--- src/rtl/crc16_tx_scheduler.sv ---
// rtl/crc16_tx_scheduler.sv - round-robin packet scheduler feeding a CRC16 encoder
// Two requesters share one encoder; each packet gets a send timeout and an inter-packet gap.
module crc16_tx_scheduler #(
  parameter int TIMEOUT = 200,
  parameter int GAP     = 2
) (
  input  logic        clock,
  input  logic        reset,
  input  logic [1:0]  req,
  input  logic [71:0] pkt0,
  input  logic [71:0] pkt1,
  input  logic        enc_done,
  output logic [1:0]  gnt,
  output logic [1:0]  done,
  output logic [1:0]  err,
  output logic [71:0] enc_pkt,
  output logic        enc_pkt_ready,
  output logic        enc_abort,
  output logic        busy
);

  typedef enum logic [1:0] {ST_IDLE, ST_LOAD, ST_SEND, ST_GAP} state_t;

  localparam logic [15:0] TIMEOUT_LAST = 16'(TIMEOUT - 1);
  localparam logic [7:0]  GAP_LAST     = (GAP > 0) ? 8'(GAP - 1) : 8'd0;
  localparam state_t      ST_AFTER     = (GAP == 0) ? ST_IDLE : ST_GAP;

  state_t      state, state_nxt;
  logic        owner, owner_nxt;
  logic        ptr, ptr_nxt;
  logic        sel;
  logic [15:0] timer, timer_nxt;
  logic [7:0]  gap_cnt, gap_cnt_nxt;
  logic [71:0] enc_pkt_nxt;
  logic [1:0]  gnt_nxt, done_nxt, err_nxt;
  logic        enc_pkt_ready_nxt, enc_abort_nxt, busy_nxt;

  always_ff @(posedge clock) begin
    if (reset) begin
      state         <= ST_IDLE;
      owner         <= 1'b0;
      ptr           <= 1'b1;
      timer         <= 16'd0;
      gap_cnt       <= 8'd0;
      enc_pkt       <= 72'd0;
      gnt           <= 2'b00;
      done          <= 2'b00;
      err           <= 2'b00;
      enc_pkt_ready <= 1'b0;
      enc_abort     <= 1'b0;
      busy          <= 1'b0;
    end else begin
      state         <= state_nxt;
      owner         <= owner_nxt;
      ptr           <= ptr_nxt;
      timer         <= timer_nxt;
      gap_cnt       <= gap_cnt_nxt;
      enc_pkt       <= enc_pkt_nxt;
      gnt           <= gnt_nxt;
      done          <= done_nxt;
      err           <= err_nxt;
      enc_pkt_ready <= enc_pkt_ready_nxt;
      enc_abort     <= enc_abort_nxt;
      busy          <= busy_nxt;
    end
  end

  // On a tie the requester that was not served last wins.
  always_comb begin
    sel = 1'b0;
    case (req)
      2'b01:   sel = 1'b0;
      2'b10:   sel = 1'b1;
      2'b11:   sel = ~ptr;
      default: sel = 1'b0;
    endcase
  end

  always_comb begin
    state_nxt         = state;
    owner_nxt         = owner;
    ptr_nxt           = ptr;
    timer_nxt         = timer;
    gap_cnt_nxt       = gap_cnt;
    enc_pkt_nxt       = enc_pkt;
    done_nxt          = 2'b00;
    err_nxt           = 2'b00;
    enc_pkt_ready_nxt = 1'b0;
    enc_abort_nxt     = 1'b0;
    case (state)
      ST_IDLE: begin
        if (req != 2'b00) begin
          owner_nxt         = sel;
          enc_pkt_nxt       = sel ? pkt1 : pkt0;
          enc_pkt_ready_nxt = 1'b1;
          state_nxt         = ST_LOAD;
        end
      end
      ST_LOAD: begin
        timer_nxt = 16'd0;
        state_nxt = ST_SEND;
      end
      ST_SEND: begin
        timer_nxt = timer + 16'd1;
        // A completion in the timeout cycle still counts as a completion.
        if (enc_done) begin
          done_nxt    = owner ? 2'b10 : 2'b01;
          ptr_nxt     = owner;
          gap_cnt_nxt = 8'd0;
          state_nxt   = ST_AFTER;
        end else if (timer == TIMEOUT_LAST) begin
          err_nxt       = owner ? 2'b10 : 2'b01;
          enc_abort_nxt = 1'b1;
          ptr_nxt       = owner;
          gap_cnt_nxt   = 8'd0;
          state_nxt     = ST_AFTER;
        end
      end
      ST_GAP: begin
        if (gap_cnt == GAP_LAST) begin
          state_nxt = ST_IDLE;
        end else begin
          gap_cnt_nxt = gap_cnt + 8'd1;
        end
      end
      default: state_nxt = ST_IDLE;
    endcase
    gnt_nxt  = ((state_nxt == ST_LOAD) || (state_nxt == ST_SEND)) ?
               (owner_nxt ? 2'b10 : 2'b01) : 2'b00;
    busy_nxt = (state_nxt != ST_IDLE);
  end

endmodule
--- config.mk ---
export PLATFORM = sky130hd
export DESIGN_NAME = crc16_tx_scheduler
export DESIGN_NICKNAME = d
export VERILOG_FILES = /design/src/rtl/crc16_tx_scheduler.sv
export SDC_FILE = /design/constraint.sdc
export NUM_CORES = 1
export LEC_CHECK = 0
export CAP_MARGIN = 0
export CELL_PAD_IN_SITES_DETAIL_PLACEMENT = 1
export CELL_PAD_IN_SITES_GLOBAL_PLACEMENT = 2
export CORE_MARGIN = 10
export CORE_UTILIZATION = 23
export DETAILED_ROUTE_END_ITERATION = 8
export GPL_ROUTABILITY_DRIVEN = 0
export HOLD_SLACK_MARGIN = 0.12
export PLACE_DENSITY_LB_ADDON = 0.1
export REMOVE_ABC_BUFFERS = 1
export SYNTH_ARGS = -nofsm -noshare
export SYNTH_HDL_FRONTEND = slang
export SYNTH_SLANG_ARGS = --single-unit
--- constraint.sdc ---
create_clock -name clock -period 3.3 [get_ports clock]
set_clock_uncertainty 0.2 [all_clocks]
set_input_delay 0.825 -clock clock [delete_from_list [all_inputs] [get_ports clock]]
set_output_delay 0.825 -clock clock [all_outputs]
set_load 0.02 [all_outputs]
After elaboration in Yosys (flattened, before gate mapping)

Index checks and enable logic that the tools add are counted.

Reduce and logical (&&, ||, !) cells: 15
Mux-type cells: 20
Bitwise gates (word level): 6
Equal/unequal tests: 11
$add $sub $neg: 2

Operators with widths:

| kind                    | number |
|---|---|
| $mux W72                | 1 |
| $pmux W16 S2            | 1 |
| $mux W8                 | 3 |
| $add A16 B1 Y16 const B | 1 |
| $eq A16 B8 Y1 const B   | 1 |
| $pmux W8 S2             | 1 |
| $mux W2                 | 6 |
| $eq A2 B2 Y1 const B    | 5 |
| $reduce_bool A2 Y1      | 5 |
| $add A8 B1 Y8 const B   | 1 |
| $eq A8 B1 Y1 const B    | 1 |
| $pmux W2 S4             | 1 |
| $mux W1                 | 6 |
| $not A1 Y1              | 6 |
| $reduce_or A3 Y1        | 2 |
| $eq A2 B1 Y1 const B    | 2 |
| $reduce_and A2 Y1       | 2 |
| $reduce_or A2 Y1        | 2 |
| $reduce_or A4 Y1        | 1 |
| $ne A3 B3 Y1 const B    | 1 |
| $reduce_and A3 Y1       | 1 |
| $logic_not A2 Y1        | 1 |
| $ne A2 B2 Y1 const B    | 1 |
| $pmux W1 S2             | 1 |
| $logic_or A1 B1 Y1      | 1 |

Register bits after elaboration: 109
Input bits: 149
Logic and storage cells: 66

Logic depth before layout (Yosys ltp)

Word-level depth: 8
Mapped depth: 8

Worst setup path before layout

Ideal clock, no wire load.

Path type: reg-to-reg
Start: reg gap_cnt[0]
End: reg gnt[0]
Path buffers: 0
Setup slack: 0.894 ns
Stages on the path, launching flop included: 8
Setup time: 0.116 ns
Data required time: 2.984 ns
Data arrival time: 2.090 ns
Period minus slack after synthesis: 2.406 ns
Cell sequence: dfxtp_1 -> ha_1 -> or4b_1 -> o41ai_1 -> nor3b_1 -> a211o_1 -> ha_1 -> and3b_1

Longest elaborated chain between the ends: 7
Elaborated cells between the ends (all ways): 8

Ends and longest elaborated chain:

| what                                         | RTL line | RTL |
|---|---|---|
| start, declared                              | 33       | `logic [7:0] gap_cnt, gap_cnt_nxt;` |
| start signal, assigned                       | 57       | `gap_cnt <= gap_cnt_nxt;` |
| $eq A8 B1 Y1 (*)                             | 120      | `if (gap_cnt == GAP_LAST) begin` |
| $mux W2 (*)                                  | 120      |  |
| $pmux W2 S4 (*)                              | 90       | `case (state)` |
| $eq A2 B1 Y1 or $eq A2 B2 Y1 (tied branches) | 128      | `gnt_nxt = ((state_nxt == ST_LOAD) \|\| (state_nxt == ST_SEND)) ?` |
| $logic_or A1 B1 Y1 (*)                       | 128      |  |
| $not A1 Y1 (no line) (*)                     | --       |  |
| $reduce_or A2 Y1 (no line) (*)               | --       |  |
| end signal, assigned                         | 59       | `gnt <= gnt_nxt;` |
| end, declared                                | 13       | `output logic [1:0] gnt,` |

Mark *: on every way between the ends. The rest lies on a longest branch, timed or not.
A chain may end at the register's enable or synchronous reset.

Worst setup path after layout

Ends and elaborated chain as after synthesis.

==> flow_summary_export.csv <==
group,metric,value,unit
synthesis,synth-async-reset-ratio,0,%
synthesis,netlist_top_cells_area,"dfxtp_1, mux2i_1, a211oi_1",
routing,ant_nets,0,
clock_network,clk_path_buf_depth,2,
floorplanning,ios,230,
global_route,grt_max_degree,86,
critical_path,r2r_start,"gap_cnt[0]",
synthesis,netlist_instances,506,
power_and_ir_drop,peakVddDrop,0.2708,mV
critical_path,reg2reg_slack,470,ps
run_status,status,"complete, no violations",
global_route,grt.busiest_layer,"met2",
floorplanning,die_w,164.8,um
job,drv_cap,0,
floorplanning,start_util,23.60,%
timing,period_share,85.70,%
routing,drc_errors,0,
cells_and_area,nets,871,
timing,setup_slack,471.8,ps
clock_network,clock_latency,350,ps
critical_path,reg2regPathDepth,7,
cells_and_area,areaGrowthSynthToFinish,60.43,%
cells_and_area,drive_gt1_share,4.590,%
cells_and_area,seqCellArea,0.002182,mm2
cells_and_area,final_util,37.87,%
clock_network,path_clk_slew,70,ps
critical_path,critPathLaunchType,"flip-flop",
global_route,grt_overflow_total,0,
cells_and_area,final_cells,991,
routing,viasPerCell,4.568,
timing,max_slew_margin,47.70,%
global_route,grt_use_total,13.86,%
timing,hold_viol_final,0,
synthesis,synth-seq-cells,109,
floorplanning,die_area,0.02716,mm2
clock_network,cts_hold_buf,0,
placed_design,dp_cells,973,
placed_design,portBuffers,229,
global_route,grt_pass1_vias,5064,
routing,num_vias,4527,
floorplanning,die_h,164.8,um
global_route,met2_usage,22.84,%
clock_network,cts_tree,"done",
global_route,grt_pass1_wl,29020,um
critical_path,critPathKind,"flip-flop to flip-flop",
global_route,grtUsageMet3,7.916,%
power_and_ir_drop,pwr_density_cell,679.8,mW/mm2
clock_network,htree_levels,3,
timing,finalCriticalPeriod,2828,ps
clock_network,ctsResizeCount,0,
cells_and_area,fill_cells,2319,
clock_network,cts_root_buf,"clkbuf_16",
synthesis,yosys_warnings,0,
synthesis,post_synth.cell_area_avg,9.530,um2
clock_network,clock-sinks,109,
cells_and_area,multi_input_area,0.002482,mm2
timing,finalSetupViolations,0,
placed_design,place_ws,474.5,ps
timing,fmax,353.6,MHz
global_route,antenna_found_initial,1,
critical_path,worstPathArrival,2880,ps
hold_path,min_path_type,"flip-flop to flip-flop",
synthesis,synth_top_cell_area_share,45.25,%
synthesis,synth_edf_count,0,
hold_path,hold_end,"gap_cnt[7]",
routing,drt_pass1_iterations,4,
synthesis,synth.yosys.seq_area_share,45.25,%
hold_path,holdPathStages,1,
critical_path,reg2reg_to,"gnt[0]",
synthesis,synth_ff_type,"dfxtp_1",
routing,drtIter0Drc,95,
critical_path,crit_path_end_kind,"flip-flop",
synthesis,yosysUniqueCellTypes,46,
routing,wl,18920,um
floorplanning,rows,52,
timing,rsz0062_at_grt,"false",
hold_path,holdCritStartpoint,"gap_cnt[7]",
timing,worstMarginPinSlew,774.3,ps
timing,whs,299.9,ps
critical_path,cp_max_fo,6,
synthesis,yosys.area.top_type,"dfxtp_1",
routing,wl_per_cell,19.09,um
clock_network,numCtsBuffers,9,
floorplanning,coreArea,0.02043,mm2
clock_network,cts_setup_buffers,0,
timing,slew_viol_final,0,
critical_path,cp.required,3350,ps
synthesis,netlist_area,0.004822,mm2
global_route,use_met1,14.98,%
placed_design,hpwl,14710,um
power_and_ir_drop,p_leak,2.815,nW
==> power breakdown <==
part	switching, mW	total [mW]	internal (mW)
Combinational	1.27	2.31	1.05
Sequential	0.173	1.81	1.63
Clock	0.509	1.14	0.631
==> layer usage <==
layer | vias up | wire length [um] | share of wire, %
li1 | 2244 | - | -
met1 | 2136 | 7458 | 39
met2 | 131 | 9147 | 48
met3 | 14 | 2084 | 11
met4 | 2 | 215 | 1.1
met5 | - | 13 | 0.069
==> cell type report <==
type | count | share of cell area (%)
well taps | 270 | 4.367
repair buffers | 235 | 30.96
clock inverters | 5 | 0.7601
clock buffers | 11 | 3.267
diodes | 2 | 0.06469
multi-input cells | 353 | 32.09
flip-flops and latches | 109 | 28.21
inverters | 6 | 0.2911
==> cells by family after synthesis <==
kind of cell    Yosys count  share of synthesized area [%]
xor+xnor                 14                          2.543
simple gates            157                          15.33
fa+ha+maj                 8                          2.076
compound gates          102                          16.19
flops                   109                          45.25
buf+inv                  44                          3.658
mux                      72                          14.95
==> per-stage QoR <==
stage               total power [mW]  area (um2)  setup TNS [ps]
floorplan                      3.082        4668         -472220
global placement               4.154        7420               0
detailed placement             4.196        7420               0
CTS                            5.383        7731               0
global route                   5.655        7731               0
finish                         5.259        7736               0
==> how the worst max path moves through the flow <==
stage | cells past startpoint | endpoint | from | slack, ps
CTS | 7 | gnt[0] | gap_cnt[0] | 460
detailed placement | 5 | enc_pkt[71] | req[1] | 470
finish | 7 | gnt[0] | gap_cnt[0] | 470
floorplan | 3 | gnt[0] | req[1] | -6540
global placement | 5 | enc_pkt[48] | req[1] | 510
global route | 7 | gnt[0] | gap_cnt[0] | 210
==> sequential cells by signal, indices dropped and copies added, names as in the netlist, 2 cells and up <==
name / flops
enc_pkt: 72
timer: 16
gap_cnt: 8
done: 2
err: 2
gnt: 2
state: 2
==> worst max-delay path, stage by stage (launching register included) <==
cell and delay [ps]:
dfxtp_1 420, ha_1 170, or4b_1 440, o41ai_1 650, nor3b_1 270, a211o_1 160, ha_1 240, and3b_1 180
==> synth_stat cells, drive strengths merged (5+ instances only) <==
cell      n
dfxtp   109
nor2    101
a211oi   72
mux2i    72
clkbuf   26
buf      12
nand3    10
a21oi     9
xor2      9
ha        8
nand2     8
nand2b    7
inv       6
o21ai     6
nand4     5
xnor2     5
==> layout by cell type (no fill, tap or decap), types with 2 or more instances in the layout <==
cell type and n:
nand3_1 10, diode_2 2, clkbuf_16 9, nor2_1 101, inv_1 6, ha_1 8
a21oi_1 9, nand4_1 5, nor3_1 2, a211oi_1 72, nand2_1 8, o21ai_0 6
clkbuf_8 2, o32ai_2 4, nor2b_1 3, mux2i_1 72, or3_1 3, clkdlybuf4s50_1 228
buf_12 5, xnor2_1 5, xor2_1 9, clkinvlp_4 2, and3_1 3, nor4b_1 2
dfxtp_1 109, nand2b_1 7, nor3b_1 2
Note: power is estimated with default switching activity, not from simulation.
